--- src/rtl/fifo_push_arbiter.sv ---
// Two-requester packet arbiter feeding a downstream byte FIFO with round-robin grants.
// Optional header insertion per grant is enabled by defining FIFO_ARB_HDR_EN.
module fifo_push_arbiter #(
  parameter int unsigned MAX_PKT = 16
) (
  input  logic       clk,
  input  logic       rst,
  input  logic       req0_valid,
  input  logic [7:0] req0_data,
  input  logic       req0_last,
  output logic       req0_ready,
  input  logic       req1_valid,
  input  logic [7:0] req1_data,
  input  logic       req1_last,
  output logic       req1_ready,
  input  logic       fifo_full,
  output logic       fifo_push,
  output logic [7:0] fifo_push_data,
  output logic [1:0] grant,
  output logic       busy
);

  localparam int unsigned CNT_W    = 8;
  localparam logic [CNT_W-1:0] CNT_LAST = CNT_W'(MAX_PKT - 1);

  typedef enum logic [1:0] {
    ST_IDLE = 2'd0,
    ST_XFER = 2'd1
`ifdef FIFO_ARB_HDR_EN
    ,
    ST_HDR  = 2'd2
`endif
  } state_e;

  state_e           state_q, state_d;
  logic [1:0]       grant_q, grant_d;
  logic [CNT_W-1:0] cnt_q, cnt_d;
  logic             rr_q, rr_d;   // requester favoured on a tie (0 = req0)
  logic             pick1;

  logic       owner;
  logic       owner_valid;
  logic [7:0] owner_data;
  logic       owner_last;

  assign owner       = grant_q[1];
  assign owner_valid = owner ? req1_valid : req0_valid;
  assign owner_data  = owner ? req1_data  : req0_data;
  assign owner_last  = owner ? req1_last  : req0_last;

  assign grant = grant_q;
  assign busy  = (state_q != ST_IDLE);

  // State and datapath registers
  always_ff @(posedge clk) begin
    if (!rst) begin
      state_q <= ST_IDLE;
      grant_q <= 2'b00;
      cnt_q   <= '0;
      rr_q    <= 1'b0;
    end else begin
      state_q <= state_d;
      grant_q <= grant_d;
      cnt_q   <= cnt_d;
      rr_q    <= rr_d;
    end
  end

  // Next-state logic
  always_comb begin
    state_d = state_q;
    grant_d = grant_q;
    cnt_d   = cnt_q;
    rr_d    = rr_q;
    pick1   = 1'b0;
    case (state_q)
      ST_IDLE: begin
        if (req0_valid || req1_valid) begin
          pick1   = (req0_valid && req1_valid) ? rr_q : req1_valid;
          grant_d = pick1 ? 2'b10 : 2'b01;
`ifdef FIFO_ARB_HDR_EN
          state_d = ST_HDR;
`else
          state_d = ST_XFER;
`endif
        end
      end
`ifdef FIFO_ARB_HDR_EN
      ST_HDR: begin
        if (!fifo_full) state_d = ST_XFER;
      end
`endif
      ST_XFER: begin
        if (owner_valid && !fifo_full) begin
          if (owner_last || (cnt_q == CNT_LAST)) begin
            state_d = ST_IDLE;
            grant_d = 2'b00;
            cnt_d   = '0;
            rr_d    = ~owner;
          end else begin
            cnt_d = cnt_q + CNT_W'(1);
          end
        end
      end
      default: begin
        state_d = ST_IDLE;
        grant_d = 2'b00;
        cnt_d   = '0;
      end
    endcase
  end

  // Handshake and FIFO outputs follow the owner combinationally
  always_comb begin
    req0_ready     = 1'b0;
    req1_ready     = 1'b0;
    fifo_push      = 1'b0;
    fifo_push_data = 8'h00;
    case (state_q)
`ifdef FIFO_ARB_HDR_EN
      ST_HDR: begin
        fifo_push      = ~fifo_full;
        fifo_push_data = 8'hA0 | 8'(owner);
      end
`endif
      ST_XFER: begin
        req0_ready     = ~owner & ~fifo_full;
        req1_ready     = owner & ~fifo_full;
        fifo_push      = owner_valid & ~fifo_full;
        fifo_push_data = owner_data;
      end
      default: begin
        fifo_push_data = 8'h00;
      end
    endcase
  end

endmodule

--- config.mk ---
export PLATFORM = sky130hd
export DESIGN_NAME = fifo_push_arbiter
export DESIGN_NICKNAME = d
export VERILOG_FILES = /design/src/rtl/fifo_push_arbiter.sv
export SDC_FILE = /design/constraint.sdc
export NUM_CORES = 1
export LEC_CHECK = 0
export ABC_AREA = 1
export CAP_MARGIN = 20
export CORE_ASPECT_RATIO = 1.2
export CORE_MARGIN = 4
export CORE_UTILIZATION = 39
export DETAILED_ROUTE_END_ITERATION = 16
export PLACE_DENSITY = 0.78
export SYNTH_ARGS = -nofsm -noshare
export SYNTH_HDL_FRONTEND = slang
export SYNTH_SLANG_ARGS = --single-unit
export TNS_END_PERCENT = 20
--- constraint.sdc ---
create_clock -name clk -period 1.9 [get_ports clk]
set_input_delay 0.19 -clock clk [delete_from_list [all_inputs] [get_ports clk]]
set_output_delay 0.19 -clock clk [all_outputs]
set_load 0.05 [all_outputs]
==> flow_summary.ini <==
[finish]
drive_above_1_share = 0.194
final_cell_area_um2 = 1180
area_delta_synth_final_pct = 56.6
nNetsFinal = 186
fin_util = 0.645
diodes = 0
fin_cells = 179

[logic_synthesis]
synth_compound_area_frac = 0.125
ys_warn_count = 0
synth.mux.area_fraction = 0
synth_seq_cells = 12
synth_commonest_cells = nor2_1, nand2_1, inv_1
synthAdderAreaFrac = 0.0166
synth_area_um2 = 753
synth_cell_types = 23
yosysMostFrequentCell = nor2_1
synth_top_area_cell = dfxtp_1
postSynthAreaPerCell_um2 = 6.22
synth-simple-area-share = 0.415
synth_top_family_by_area = simple AND/OR/NAND/NOR gates
synth_flop_cell = dfxtp_1
syn_nets = 145
netlist.area_leader.share = 0.319
ys_async_sr_fraction = 0
synth_area_leaders = dfxtp_1, nor2_1, nand2_1, inv_1, o21ai_0
synth-xor-area-share = 0.0116
synth-seq-area-share = 0.319
syn_inst = 121
synth_edf_count = 0

[clocking]
clk_latency_ns = 0.26
clockBufferDepth = 2
cts_resized = 0
clk_pin_slew_ns = 0.06
cts_root_buf = clkbuf_4
clock-sinks = 12
cts_hold_buf = 0
cts_buffers = 3
postCtsSetupRepairBufs = 0
htree_levels = 1
cts_tree = yes

[hold_path]
hp-class = reg2reg

[power_and_ir_drop]
comb_power_share = 0.370
netSwitchingFraction = 0.337
power_switching_mw = 0.220
power.total_mw = 0.654
p_leak_nw = 0.578
p_int_mw = 0.434
pwr_density_cell_nw_per_um2 = 555
vdd_drop_max_v = 0.000427
seq_power_share = 0.412
pwr-share-clk = 0.218

[setup_path]
max_stage_delay_ns = 0.55
startpoint_type = flip-flop
worstPathRequired_ns = 1.71
critPathSlowestCell = dfxtp_1
path_buf_inv = 2
path_delay_family = flip-flops
arrival_ns = 1.53
crit_chain = clkinvlp_4 > nor3_2 > buf_12
worst_setup_path_end_kind = output pin
critPathMaxFanout = 11
path_class = reg2out

[die]
core_area_um2 = 1830
dieWidth_um = 48.1
pin_count = 37
fp.dieH_um = 56.1
initial_utilization = 0.412
die_area_um2 = 2700
fp-row-count = 17

[global_route]
antenna_found_initial = 0
grt_pass1_wl_mm = 3.08
grt_pass1_vias = 801
grt_start_max_net_pins = 12
track_usage = 0.147
overflow = 0

[place]
globalplace.congestion = 0.836
port-buffer-count = 36
dp_hpwl_mm = 1.62
place_area_um2 = 1150
pre_cts_ws_ns = 0.261
dpl.cell_count = 176

[timing]
worst_pin_slew_ns = 0.488
hold_viol_final = 0
setup_violations = 0
clock.fmax_mhz = 583
finClkSkew_ns = 0.00366
slew_headroom = 0.673
period_needed_ns = 1.72
min_period_over_period = 0.903
rsz0062_at_grt = false
slew_viol_final = 0
timing.final.ws_setup_ns = 0.185

[drt]
wirelength_mm = 1.92
antenna_left = 0
remaining_drc_errors = 0
vias = 848
first_iter_violations = 10
wire_per_inst_um = 10.7
dr.pass1.iters = 4
viasPerCell = 4.74

[outcome]
status = finished, final reports clean

[flow_run]
cap_violations = 0
[kinds of logic after synthesis]
group / count (synthesis)
XOR/XNOR: 1
AND/OR/NAND/NOR: 69
buffers and inverters: 20
flip-flops: 12
adder cells (fa/ha/maj): 1
AO/OA/AOI/OAI: 18
[layout make-up]
type	count	area (um2)
Fill cell	163	649
Inverter	17	67.6
Clock buffer	3	22.5
Timing Repair Buffer	39	388
Multi-Input combinational cell	89	438
Sequential cell	12	240
Tap cell	19	23.8
[cells in the final DEF, fill, tap and decap left out]
cell and instances:
a21oi_1 6, nor3_2 3, nor2_1 30, o21ai_2 1
or2_1 1, nand2_2 3, clkbuf_4 3, nand3_1 6
ha_1 1, nor3_1 1, nand4_1 1, clkinvlp_4 1
inv_2 2, dfxtp_1 12, nand3b_1 1, and3_1 1
xor2_1 1, clkdlybuf4s50_1 23, inv_1 14, o21ai_1 1
buf_4 13, nand4_2 2, buf_12 3, nand2_1 20
o21ai_0 10
[layer usage]
| layer | GRT usage | vias up | share of wire | wire, um |
|---|---|---|---|---|
| li1 | - | 461 | - | - |
| met1 | 0.151 | 351 | 0.39 | 742 |
| met2 | 0.261 | 34 | 0.45 | 859 |
| met3 | 0.0421 | 2 | 0.16 | 303 |
| met4 | 0.0577 | 0 | 0.0073 | 14 |
| met5 | 0 | - | 0 | 0 |
[flip-flops by register name, summed over array words and instances, names as in the netlist]
name,count
grant,2
rr_q,1
cnt_q,8
state_q,1
[worst min-delay path: stages (launching register included)]
cell     delay [ns]
dfxtp_1        0.31
nand2_1        0.06
a21oi_1        0.06
[per-stage QoR]
step	hold slack, ns	TNS, ns
after floorplan	0.288	-0.0616
after global placement	0.459	0
after detailed placement	0.471	0
after CTS	0.481	0
after global routing	0.506	0
final	0.476	0
[worst paths after layout]
path                                             from               endpoint  cells past startpoint  slack [ns]
worst max-delay path            grant[1]$_SDFFE_PN0P_             req1_ready                      3        0.18
worst min register to register      rr_q$_SDFFE_PN0P_      rr_q$_SDFFE_PN0P_                      2        0.48
worst min-delay path                rr_q$_SDFFE_PN0P_      rr_q$_SDFFE_PN0P_                      2        0.48
worst max register to register  grant[1]$_SDFFE_PN0P_  cnt_q[6]$_SDFFE_PN0P_                      9        0.37
[power groups by stage]
stage	Clock, mW	Sequential, mW	Combinational [mW]
after floorplan	0	0.291	0.122
after global placement	0	0.275	0.241
after detailed placement	0	0.275	0.243
after CTS	0.151	0.269	0.244
after global routing	0.159	0.271	0.261
final	0.143	0.270	0.242
(Power assumes the default switching activity.)
